`config.mk`:
```
export PLATFORM = sky130hd
export DESIGN_NAME = dbg_abs_cmd_flat
export DESIGN_NICKNAME = d
export VERILOG_FILES = /design/src/rtl/dbg_abs_cmd_if.sv /design/src/rtl/dbg_abs_cmd.sv /design/src/flat_wrapper.sv
export SDC_FILE = /design/constraint.sdc
export NUM_CORES = 1
export LEC_CHECK = 0
export CORE_AREA = 2 2 127 129
export DETAILED_ROUTE_END_ITERATION = 6
export DIE_AREA = 0 0 129 131
export RECOVER_POWER = 50
export SETUP_SLACK_MARGIN = 0.5
export SLEW_MARGIN = 20
export SYNTH_ARGS = -nofsm -noshare
export SYNTH_HDL_FRONTEND = slang
export SYNTH_SLANG_ARGS = --single-unit
```
`constraint.sdc`:
```
create_clock -name cpu_clk -period 5.2 [get_ports cpu_clk]
set_clock_uncertainty 0.15 [all_clocks]
set_input_delay 0.78 -clock cpu_clk [delete_from_list [all_inputs] [get_ports cpu_clk]]
set_output_delay 0.78 -clock cpu_clk [all_outputs]
set_load 0.01 [all_outputs]
```
`src/rtl/dbg_abs_cmd_if.sv`:
```
// Debugger register-access bus between the abstract command engine
// and the CSR / trigger / GPR responders.
`ifndef DATA_WIDTH
`define DATA_WIDTH 32
`endif
`ifndef CMD_REGNO_SIZE
`define CMD_REGNO_SIZE 16
`endif

interface dbg_abs_cmd_if;
   logic                       dbg_reg_access;
   logic                       dbg_wr1_rd0;
   logic [`CMD_REGNO_SIZE-1:0] dbg_regno;
   logic [`DATA_WIDTH-1:0]     dbg_write_data;
   logic [`DATA_WIDTH-1:0]     dbg_read_data;
   logic                       dbg_read_data_valid;
   logic                       dbg_wr;

   modport master (
      output dbg_reg_access, dbg_wr1_rd0, dbg_regno, dbg_write_data,
      input  dbg_read_data, dbg_read_data_valid, dbg_wr
   );

   modport slave (
      input  dbg_reg_access, dbg_wr1_rd0, dbg_regno, dbg_write_data,
      output dbg_read_data, dbg_read_data_valid, dbg_wr
   );
endinterface

```
`src/rtl/dbg_abs_cmd.sv`:
```
// Abstract command engine: validates Access Register commands and runs them
// on the responder bus. Optional data0 autoexec: define DBG_AUTOEXEC_EN.
`ifndef DATA_WIDTH
`define DATA_WIDTH 32
`endif
`ifndef CMD_REGNO_SIZE
`define CMD_REGNO_SIZE 16
`endif

module dbg_abs_cmd #(
   parameter int TIMEOUT = 8
) (
   input  logic                   cpu_clk,
   input  logic                   cpu_rstn,
   input  logic                   cmd_wr,
   input  logic [31:0]            cmd_wdata,
   input  logic                   data0_wr,
   input  logic                   data0_rd,
   input  logic [`DATA_WIDTH-1:0] data0_wdata,
   output logic [`DATA_WIDTH-1:0] data0,
   input  logic                   cmderr_wr,
   input  logic [2:0]             cmderr_w1c,
   output logic                   busy,
   output logic [2:0]             cmderr,
   input  logic                   dbg_mode,
   dbg_abs_cmd_if.master          dbg
);

   localparam logic [0:0] IDLE   = 1'b0;
   localparam logic [0:0] ACCESS = 1'b1;

   logic [0:0]             state;
   logic [`DATA_WIDTH-1:0] data0_q;
   logic [2:0]             err_q;
   logic                   acc_q;
   logic                   wr_q;
   logic [31:0]            cmd_q;
   logic [7:0]             cnt;
   logic [2:0]             new_err;
   logic [31:0]            c;
   logic                   go;
   logic                   bad;
   logic                   done;
   logic                   last;
   logic                   host_hit;
   logic                   ae_go;
   logic                   ae_rd;
   logic                   unused_ok;

`ifdef DBG_AUTOEXEC_EN
   logic auto_q;

   // data0 touched while idle and error-free replays the stored command
   always_ff @(posedge cpu_clk or negedge cpu_rstn) begin
      if (!cpu_rstn) auto_q <= 1'b0;
      else auto_q <= (state == IDLE) && (err_q == 3'd0) &&
                     (data0_rd || data0_wr);
   end

   assign ae_go = auto_q;
   assign ae_rd = data0_rd;
`else
   assign ae_go = 1'b0;
   assign ae_rd = 1'b0;
`endif

   assign go       = cmd_wr | ae_go;
   assign c        = cmd_wr ? cmd_wdata : cmd_q;
   assign bad      = (c[31:24] != 8'd0) || (c[22:20] != 3'd2) || c[18];
   assign done     = wr_q ? dbg.dbg_wr : dbg.dbg_read_data_valid;
   assign last     = (cnt == 8'(TIMEOUT - 1));
   assign host_hit = cmd_wr | data0_wr | ae_rd;
   assign unused_ok = ^{data0_rd, c[23]};

   // error raised this cycle; zero means none
   always_comb begin
      new_err = 3'd0;
      if (state == IDLE) begin
         if (go && err_q == 3'd0) begin
            if (bad) new_err = 3'd2;
            else if (c[17] && !dbg_mode) new_err = 3'd4;
         end
      end else begin
         if (!done && !dbg_mode) new_err = 3'd4;
         else if (!done && last) new_err = 3'd3;
         if (new_err == 3'd0 && host_hit && err_q == 3'd0)
            new_err = 3'd1;
      end
   end

   // command FSM, data0 staging and sticky error register
   always_ff @(posedge cpu_clk or negedge cpu_rstn) begin
      if (!cpu_rstn) begin
         state   <= IDLE;
         data0_q <= '0;
         err_q   <= 3'd0;
         acc_q   <= 1'b0;
         wr_q    <= 1'b0;
         cmd_q   <= 32'd0;
         cnt     <= 8'd0;
      end else begin
         if (new_err != 3'd0) err_q <= new_err;
         else if (cmderr_wr) err_q <= err_q & ~cmderr_w1c;
         case (state)
            IDLE: begin
               if (data0_wr) data0_q <= data0_wdata;
               if (go && err_q == 3'd0 && !bad &&
                   !(c[17] && !dbg_mode)) begin
                  if (c[17]) begin
                     cmd_q <= c;
                     state <= ACCESS;
                     acc_q <= 1'b1;
                     wr_q  <= c[16];
                     cnt   <= 8'd0;
                  end else begin
                     cmd_q <= {c[31:16], c[15:0] + {15'd0, c[19]}};
                  end
               end
            end
            default: begin
               if (done) begin
                  if (!wr_q) data0_q <= dbg.dbg_read_data;
                  if (cmd_q[19]) cmd_q[15:0] <= cmd_q[15:0] + 16'd1;
                  state <= IDLE;
                  acc_q <= 1'b0;
               end else if (!dbg_mode || last) begin
                  state <= IDLE;
                  acc_q <= 1'b0;
               end else begin
                  cnt <= cnt + 8'd1;
               end
            end
         endcase
      end
   end

   assign data0              = data0_q;
   assign busy               = (state == ACCESS);
   assign cmderr             = err_q;
   assign dbg.dbg_reg_access = acc_q;
   assign dbg.dbg_wr1_rd0    = wr_q;
   assign dbg.dbg_regno      = cmd_q[`CMD_REGNO_SIZE-1:0];
   assign dbg.dbg_write_data = data0_q;

endmodule

```
`src/flat_wrapper.sv`:
```
// flat-port wrapper written by rule: the top's interface ports become plain ports
module dbg_abs_cmd_flat 
#(
   parameter int TIMEOUT = 8
)
  (cpu_clk, cpu_rstn, cmd_wr, cmd_wdata, data0_wr, data0_rd, data0_wdata, data0, cmderr_wr, cmderr_w1c, busy, cmderr, dbg_mode, dbg_dbg_reg_access, dbg_dbg_wr1_rd0, dbg_dbg_regno, dbg_dbg_write_data, dbg_dbg_read_data, dbg_dbg_read_data_valid, dbg_dbg_wr);
  dbg_abs_cmd_if dbg_i ();
  input  logic cpu_clk;
  input  logic cpu_rstn;
  input  logic cmd_wr;
  input  logic [31:0] cmd_wdata;
  input  logic data0_wr;
  input  logic data0_rd;
  input  logic [`DATA_WIDTH-1:0] data0_wdata;
  output logic [`DATA_WIDTH-1:0] data0;
  input  logic cmderr_wr;
  input  logic [2:0] cmderr_w1c;
  output logic busy;
  output logic [2:0] cmderr;
  input  logic dbg_mode;
  output wire logic [$bits(dbg_i.dbg_reg_access)-1:0] dbg_dbg_reg_access;
  output wire logic [$bits(dbg_i.dbg_wr1_rd0)-1:0] dbg_dbg_wr1_rd0;
  output wire logic [$bits(dbg_i.dbg_regno)-1:0] dbg_dbg_regno;
  output wire logic [$bits(dbg_i.dbg_write_data)-1:0] dbg_dbg_write_data;
  input wire logic [$bits(dbg_i.dbg_read_data)-1:0] dbg_dbg_read_data;
  input wire logic [$bits(dbg_i.dbg_read_data_valid)-1:0] dbg_dbg_read_data_valid;
  input wire logic [$bits(dbg_i.dbg_wr)-1:0] dbg_dbg_wr;
  assign dbg_dbg_reg_access = dbg_i.dbg_reg_access;
  assign dbg_dbg_wr1_rd0 = dbg_i.dbg_wr1_rd0;
  assign dbg_dbg_regno = dbg_i.dbg_regno;
  assign dbg_dbg_write_data = dbg_i.dbg_write_data;
  assign dbg_i.dbg_read_data = dbg_dbg_read_data;
  assign dbg_i.dbg_read_data_valid = dbg_dbg_read_data_valid;
  assign dbg_i.dbg_wr = dbg_dbg_wr;
  dbg_abs_cmd #(.TIMEOUT(TIMEOUT)) u_core (.cpu_clk(cpu_clk), .cpu_rstn(cpu_rstn), .cmd_wr(cmd_wr), .cmd_wdata(cmd_wdata), .data0_wr(data0_wr), .data0_rd(data0_rd), .data0_wdata(data0_wdata), .data0(data0), .cmderr_wr(cmderr_wr), .cmderr_w1c(cmderr_w1c), .busy(busy), .cmderr(cmderr), .dbg_mode(dbg_mode), .dbg(dbg_i));
endmodule
```
==> report_table.html <==
<table>
<tr><th>Metric</th><th>Value</th></tr>
<tr><th colspan="2">Layout</th></tr>
<tr><td>Area of combinational cells with multiple inputs</td><td>0.002361 mm²</td></tr>
<tr><td>Area Overhead vs Synth</td><td>45.29%</td></tr>
<tr><td>Count of filler cells inserted in the layout</td><td>1545</td></tr>
<tr><td>Final net count</td><td>748</td></tr>
<tr><td>Ratio of cells with drive above 1 in the final layout</td><td>0.07020</td></tr>
<tr><td>Number of antenna repair diodes</td><td>0</td></tr>
<tr><td>Area occupied by registers</td><td>0.001728 mm²</td></tr>
<tr><td>Summed area of non-filler cells in the final layout</td><td>0.006639 mm²</td></tr>
<tr><td>Finished Core Util</td><td>0.4256</td></tr>
<tr><th colspan="2">CTS</th></tr>
<tr><td>CTS H-Tree Depth</td><td>3</td></tr>
<tr><td>Count of hold buffers inserted by post-cts repair</td><td>0</td></tr>
<tr><td>Total setup buffers inserted after CTS</td><td>0</td></tr>
<tr><td>CTS sink cnt</td><td>69</td></tr>
<tr><td>Clock buffer count from CTS</td><td>9</td></tr>
<tr><td>Skew-Pair Late Insertion Delay</td><td>0.34 ns</td></tr>
<tr><td>Clock root buffer</td><td>clkbuf_16</td></tr>
<tr><td>TritonCTS clock tree</td><td>built</td></tr>
<tr><td>Cts repair resizes</td><td>0</td></tr>
<tr><td>Clock-pin slew reported for the worst setup and hold paths after clock tree synthesis</td><td>0.05 ns</td></tr>
<tr><td>Buffer depth of the longest clock path</td><td>2</td></tr>
<tr><th colspan="2">Global route</th></tr>
<tr><td>Initial antenna violation count</td><td>0</td></tr>
<tr><td>First-pass GRT wire length</td><td>20930 µm</td></tr>
<tr><td>Aggregate global-route resource usage</td><td>0.1584</td></tr>
<tr><td>Pin count of the biggest net entering global routing</td><td>67</td></tr>
<tr><td>Vias in the first global route</td><td>4128</td></tr>
<tr><td>Total gr overflow</td><td>0</td></tr>
<tr><th colspan="2">Die</th></tr>
<tr><td>Number of I/O pins</td><td>194</td></tr>
<tr><td>Die width</td><td>129 µm</td></tr>
<tr><td>Die outline height</td><td>131 µm</td></tr>
<tr><td>CORE AREA</td><td>0.01560 mm²</td></tr>
<tr><td>Effective utilization at floorplan</td><td>0.2930</td></tr>
<tr><td>Row cnt</td><td>46</td></tr>
<tr><td>Floorplan die area</td><td>0.01690 mm²</td></tr>
<tr><th colspan="2">STA</th></tr>
<tr><td>Worst hold slack</td><td>0.3279 ns</td></tr>
<tr><td>Top achievable clock speed</td><td>283.3 MHz</td></tr>
<tr><td>Number of hold violations in the final report</td><td>0</td></tr>
<tr><td>Final period demand of the worst path</td><td>3.530 ns</td></tr>
<tr><td>Setup total negative slack</td><td>0 ns</td></tr>
<tr><td>Slew margin rel.</td><td>-0.6014</td></tr>
<tr><td>Worst-Margin Slew</td><td>2.402 ns</td></tr>
<tr><td>RSZ-0062 raised after global routing</td><td>no</td></tr>
<tr><td>Post-route clock period utilization</td><td>0.6789</td></tr>
<tr><td>Setup-failing EPs final</td><td>0</td></tr>
<tr><td>Max Transition Viols Final</td><td>43</td></tr>
<tr><th colspan="2">Critical path</th></tr>
<tr><td>Data arrival at the endpoint of the critical path</td><td>3.59 ns</td></tr>
<tr><td>Kind of start point of the critical path</td><td>input port</td></tr>
<tr><td>Required time at the endpoint of the critical path</td><td>5.26 ns</td></tr>
<tr><td>Critical path class</td><td>input port to register</td></tr>
<tr><td>Category of the worst setup path capture point</td><td>register</td></tr>
<tr><td>Largest driver fanout on the critical path</td><td>6</td></tr>
<tr><th colspan="2">Synthesis</th></tr>
<tr><td>Top cells by instance count after synthesis</td><td>69 x dfrtp_1, 65 x nand2_1, 54 x o21ai_0</td></tr>
<tr><td>Register bit count reported by yosys</td><td>69</td></tr>
<tr><td>Total number of yosys warnings</td><td>0</td></tr>
<tr><td>Number of flops mapped to enable cells by yosys</td><td>0</td></tr>
<tr><td>Top_reg_cell synth</td><td>dfrtp_1</td></tr>
<tr><td>Syn Area/Cell</td><td>9.084 µm²</td></tr>
<tr><td>Sequential-to-total area share from yosys stat</td><td>0.3779</td></tr>
<tr><td>Netlist Area Pre-Place</td><td>0.004569 mm²</td></tr>
<tr><td>Cell type with the highest aggregate area in the netlist</td><td>dfrtp_1</td></tr>
<tr><td>Synth Net Count</td><td>615</td></tr>
<tr><td>Cell with the most instances after synthesis</td><td>dfrtp_1</td></tr>
<tr><td>Async S/R FF share, synth</td><td>1.000</td></tr>
<tr><td>Number of different library cells in the post-synthesis netlist</td><td>62</td></tr>
<tr><td>Cell count after synthesis</td><td>503</td></tr>
<tr><td>Leading cell types by total area after synthesis</td><td>dfrtp_1 38%, mux2i_1 11%, buf_4 7.9%, o21ai_0 5.9%, nand2_1 5.3%</td></tr>
<tr><td>Fraction of post-synthesis cell area in the top cell type by area</td><td>0.3779</td></tr>
<tr><th colspan="2">Power and ir drop</th></tr>
<tr><td>Clock power frac</td><td>0.380</td></tr>
<tr><td>Switching component of the power</td><td>0.4762 mW</td></tr>
<tr><td>Part of the total power dissipated in combinational logic</td><td>0.247</td></tr>
<tr><td>Maximum resistive drop on vdd</td><td>0.1473 mV</td></tr>
<tr><td>Power density over cell area</td><td>266.2 mW/mm²</td></tr>
<tr><td>Post-layout power</td><td>1.767 mW</td></tr>
<tr><td>Switching part of the total power</td><td>0.2694</td></tr>
<tr><td>LEAKAGE</td><td>2.590 nW</td></tr>
<tr><td>Int Power</td><td>1.291 mW</td></tr>
<tr><td>Sequential share of power</td><td>0.373</td></tr>
<tr><th colspan="2">Drt</th></tr>
<tr><td>Count of antenna-violating nets left after detailed routing</td><td>0</td></tr>
<tr><td>Violation count after the first detailed-routing iteration</td><td>223</td></tr>
<tr><td>Detail-routed net length per standard cell</td><td>15.34 µm</td></tr>
<tr><td>First-pass DRT Iterations</td><td>4</td></tr>
<tr><td>Via Count</td><td>4043</td></tr>
<tr><td>Post-detailed-route DRC marker count</td><td>0</td></tr>
<tr><td>Vias per std cell</td><td>4.718</td></tr>
<tr><td>WL final</td><td>13150 µm</td></tr>
<tr><th colspan="2">Run</th></tr>
<tr><td>Total of max-cap violations</td><td>1</td></tr>
<tr><th colspan="2">Place</th></tr>
<tr><td>Placed inst area</td><td>0.006314 mm²</td></tr>
<tr><td>Routability Congestion</td><td>0.8620</td></tr>
<tr><td>Post-DP HPWL</td><td>9879 µm</td></tr>
<tr><td># port buffers</td><td>191</td></tr>
<tr><th colspan="2">Status</th></tr>
<tr><td>Result of the run</td><td>complete, but fails checks</td></tr>
<tr><td>Violations in the final reports</td><td>capacitance limit, slew limit</td></tr>
<tr><th colspan="2">Worst hold path</th></tr>
<tr><td>Worst min-delay path class</td><td>register to register</td></tr>
</table>
==> power groups by stage <==
| stage | Combinational, mW | Sequential (mW) | Clock, mW |
|---|---|---|---|
| after floorplan | 0.206 | 0.672 | 0 |
| after global placement | 0.450 | 0.666 | 0 |
| after detailed placement | 0.457 | 0.669 | 0 |
| after CTS | 0.458 | 0.661 | 0.692 |
| after global routing | 0.478 | 0.669 | 0.713 |
| final | 0.436 | 0.659 | 0.672 |
==> metal layers <==
| layer | GRT usage | share of wire |
|---|---|---|
| met1 | 0.2014 | 0.43 |
| met2 | 0.2636 | 0.49 |
| met4 | 0.06522 | 0.017 |
| met5 | 0 | 0 |
| met3 | 0.03339 | 0.061 |
==> kinds of logic after synthesis <==
family / after synthesis / synth area share
compound gates: 99 / 0.1366
xor+xnor: 21 / 0.04025
fa+ha+maj: 4 / 0.01095
buf+inv: 78 / 0.1082
flops: 69 / 0.3779
mux: 58 / 0.1295
simple gates: 174 / 0.1966
==> registers in the layout (all words and copies together) (netlist names) <==
register and cells:
u_core.data0 32, u_core.cmd_q 23, u_core.cnt 8, u_core.cmderr 3, u_core.busy 1, u_core.dbg.dbg_reg_access 1, u_core.dbg.dbg_wr1_rd0 1
==> layout by cell type (no fill, tap or decap), types with 3 or more instances in the layout <==
| cell | instances |
|---|---|
| o22ai_1 | 3 |
| clkdlybuf4s50_1 | 146 |
| a21oi_1 | 13 |
| or3_1 | 4 |
| and2_1 | 10 |
| mux2i_1 | 48 |
| dlygate4sd3_1 | 43 |
| mux2_2 | 9 |
| nand2_1 | 65 |
| nor2b_1 | 6 |
| o21ai_0 | 54 |
| nor2_1 | 27 |
| dfrtp_1 | 68 |
| nor3_1 | 9 |
| a22oi_1 | 5 |
| nand3_1 | 19 |
| buf_4 | 5 |
| clkbuf_16 | 9 |
| xnor2_1 | 14 |
| ha_1 | 4 |
| a21o_1 | 4 |
| inv_1 | 4 |
| nand4_1 | 5 |
| xor2_1 | 7 |
==> metrics by stage <==
step,std cells,setup WS (ns)
finish,857,1.670
global route,857,1.483
CTS,857,1.726
detailed placement,841,1.371
global placement,841,1.373
floorplan,503,1.234
==> cell type report <==
type                       count  share of cell area
sequential                    69              0.2603
clock buffer                  12             0.03864
tap                          216             0.04071
clock inverter                 4             0.01055
inverter                       4            0.002262
timing repair buffer         196              0.2919
multi-input combinational    356              0.3556
==> final timing paths <==
kind                                        from  cells after the start                to  slack [ns]
worst min-delay path            u_core.cmd_q[16]                      2  u_core.cmd_q[16]        0.33
max in group asynchronous               cpu_rstn                      2       u_core.busy        2.46
worst max-delay path                cmd_wdata[0]                     10  u_core.cmd_q[10]        1.67
worst max register to register   u_core.cmd_q[0]                      9  u_core.cmd_q[10]        2.14
worst min register to register  u_core.cmd_q[16]                      2  u_core.cmd_q[16]        0.33
min in group asynchronous               cpu_rstn                      1  u_core.cmd_q[12]        1.01
==> critical path, cell delays in order <==
cell	delay, ns
clkdlybuf4s50_1	0.50
mux2_2	0.17
ha_1	0.16
ha_1	0.19
nor4bb_1	0.26
or2_0	0.36
or4b_2	0.64
xnor2_1	0.15
a221oi_1	0.32
nor2_1	0.07
Note: power is estimated with default switching activity, not from simulation.
==> patch: new RTL, same settings <==
`TIMEOUT` is set to 8 in 2 places; all go to 4.
--- a/src/rtl/dbg_abs_cmd.sv
+++ b/src/rtl/dbg_abs_cmd.sv
@@ -8,7 +8,7 @@
 `endif
 
 module dbg_abs_cmd #(
-   parameter int TIMEOUT = 8
+   parameter int TIMEOUT = 4
 ) (
    input  logic                   cpu_clk,
    input  logic                   cpu_rstn,
--- a/src/flat_wrapper.sv
+++ b/src/flat_wrapper.sv
@@ -1,7 +1,7 @@
 // flat-port wrapper written by rule: the top's interface ports become plain ports
 module dbg_abs_cmd_flat 
 #(
-   parameter int TIMEOUT = 8
+   parameter int TIMEOUT = 4
 )
   (cpu_clk, cpu_rstn, cmd_wr, cmd_wdata, data0_wr, data0_rd, data0_wdata, data0, cmderr_wr, cmderr_w1c, busy, cmderr, dbg_mode, dbg_dbg_reg_access, dbg_dbg_wr1_rd0, dbg_dbg_regno, dbg_dbg_write_data, dbg_dbg_read_data, dbg_dbg_read_data_valid, dbg_dbg_wr);
   dbg_abs_cmd_if dbg_i ();
Behaviour: not the same (Yosys sat finds a counterexample within 10 cycles, from zero or initial values and one cycle with cpu_rstn low).
==> patch against the original RTL <==
Sequential power increased by 2%; utilization rose by 2.2 points; final area up 5.2%; hold slack worse by 45 ps; synthesized area increased by 7.0%; non-clock buffer count is 1 higher; worst setup slack got worse by 12 ps; critical path depth is 3 lower; total power fell by 1.7%; sequential cell count up 8; routed wire length grew 1.6%; highest routed layer unchanged.
==> patch: results (changes against the original RTL) <==
| Metric | Value |
|---|---|
| Share of cells above drive strength 1 | 0.0662 (was 0.0702) |
| HP Class | input port to asynchronous set/reset pin (was flop to flop) |
| Metal-1 WL | 5.61 mm (was 5.66 mm) |
| GPL Wtd Cong | 0.829 (was 0.862) |
| CP max FO | 19 (was 6) |
| Synth unique cells | 60 (was 62) |
| Placed inst area | 6630 sq um (was 6310 sq um) |
| Family with the most delay on the worst path | compound AO/OA/AOI/OAI gates (was simple AND/OR/NAND/NOR gates) |
| Fillers | 1565 (was 1545) |
| Non-filler cells, final | 881 (was 857) |
| Top cells by area, synth | dfrtp_1 (39%), mux2i_1 (9.4%), buf_4 (7.5%), o21ai_0 (5.0%), nand2_1 (4.8%) (was dfrtp_1 (38%), mux2i_1 (11%), buf_4 (7.9%), o21ai_0 (5.9%), nand2_1 (5.3%)) |
| Synth Area in XOR/XNOR | 0.0233 (was 0.0403) |
| Placed cells | 865 (was 841) |
| Synth Area in Compound Gates | 0.157 (was 0.137) |
| Pre-CTS setup slack | 1310 ps (was 1370 ps) |
| DP HPWL | 9.92 mm (was 9.88 mm) |
| Syn Area/Cell | 9.21 sq um (was 9.08 sq um) |
| Arr. time, crit path | 3610 ps (was 3590 ps) |
| Worst slew pin tran | 899 ps (was 2400 ps) |
| Gr usage total | 0.156 (was 0.158) |
| Combinational Power Share | 0.194 (was 0.247) |
| Vias in the first global route | 4214 (was 4128) |
| Met3 wire length | 862 um (was 799 um) |
| Largest stage delay, worst path | 810 ps (was 640 ps) |
| DR WL met2 | 6.69 mm (was 6.47 mm) |
| Vias per cell | 4.94 (was 4.72) |
| Int Pwr | 1.31 mW (was 1.29 mW) |
| Outcome | finished clean (was complete, but fails checks) |
| Clock power share | 0.418 (was 0.380) |
| Slowest CP cell | clkdlybuf4s50_1 (was or4b_2) |
| Worst vdd ir | 145 uV (was 147 uV) |
| Largest net degree at the start of global routing | 78 (was 67) |
| WL/cell | 15.2 um (was 15.3 um) |
patch: cell types whose count changed after synthesis, sizes merged, moves of 5 or more:
cell	delta
dfrtp	+8
clkbuf	+5
o21ai	-5
nor2	-15
nand4	+9
patch: area by class of cell:
| type | instances | area, sq um | share of cell area |
|---|---|---|---|
| flip-flops and latches | 77 | 1930 | 0.276 |
| clock inverters | 6 | 110 | 0.0158 |
| clock buffers | 10 | 239 | 0.0342 |
| well taps | 216 | 270 | 0.0387 |
| inverters | 8 | 30.0 | 0.00430 |
| multi-input cells | 367 | 2450 | 0.350 |
| repair buffers | 197 | 1960 | 0.280 |
patch: final timing paths:
kind                                       start  slack (ps)          endpoint
worst max-delay path                      cmd_wr        1660  u_core.cmd_q[14]
max in group asynchronous               cpu_rstn        4030       u_core.busy
worst min register to register  u_core.cmd_q[21]         310  u_core.cmd_q[21]
worst max register to register  u_core.cmderr[1]        2530  u_core.cmd_q[14]
min in group cpu_clk            u_core.cmd_q[21]         310  u_core.cmd_q[21]
worst min-delay path                    cpu_rstn         280   u_core.cmd_q[6]
patch: stage by stage:
| step | hold WS [ps] | power (mW) | utilization |
|---|---|---|---|
| 2_1_floorplan | 275 | 0.846 | - |
| 3_3_place_gp | 293 | 1.03 | 0.425 |
| 3_5_place_dp | 296 | 1.04 | 0.425 |
| 4_1_cts | 315 | 1.78 | 0.447 |
| 5_1_grt | 323 | 1.82 | 0.448 |
| 6_report | 283 | 1.74 | 0.448 |
patch: worst register-to-register path, stage by stage (launching register included):
cell	delay (ps)
dfrtp_1	400
nor3_1	530
o211ai_1	290
a211o_1	420
buf_4	260
a22o_1	230
a221o_1	280
patch: routing by layer:
metal  GRT usage  up-vias
li1            -     2133
met1       0.194     2056
met5           0        -
met2       0.270      143
met3      0.0371       16
met4      0.0480        0
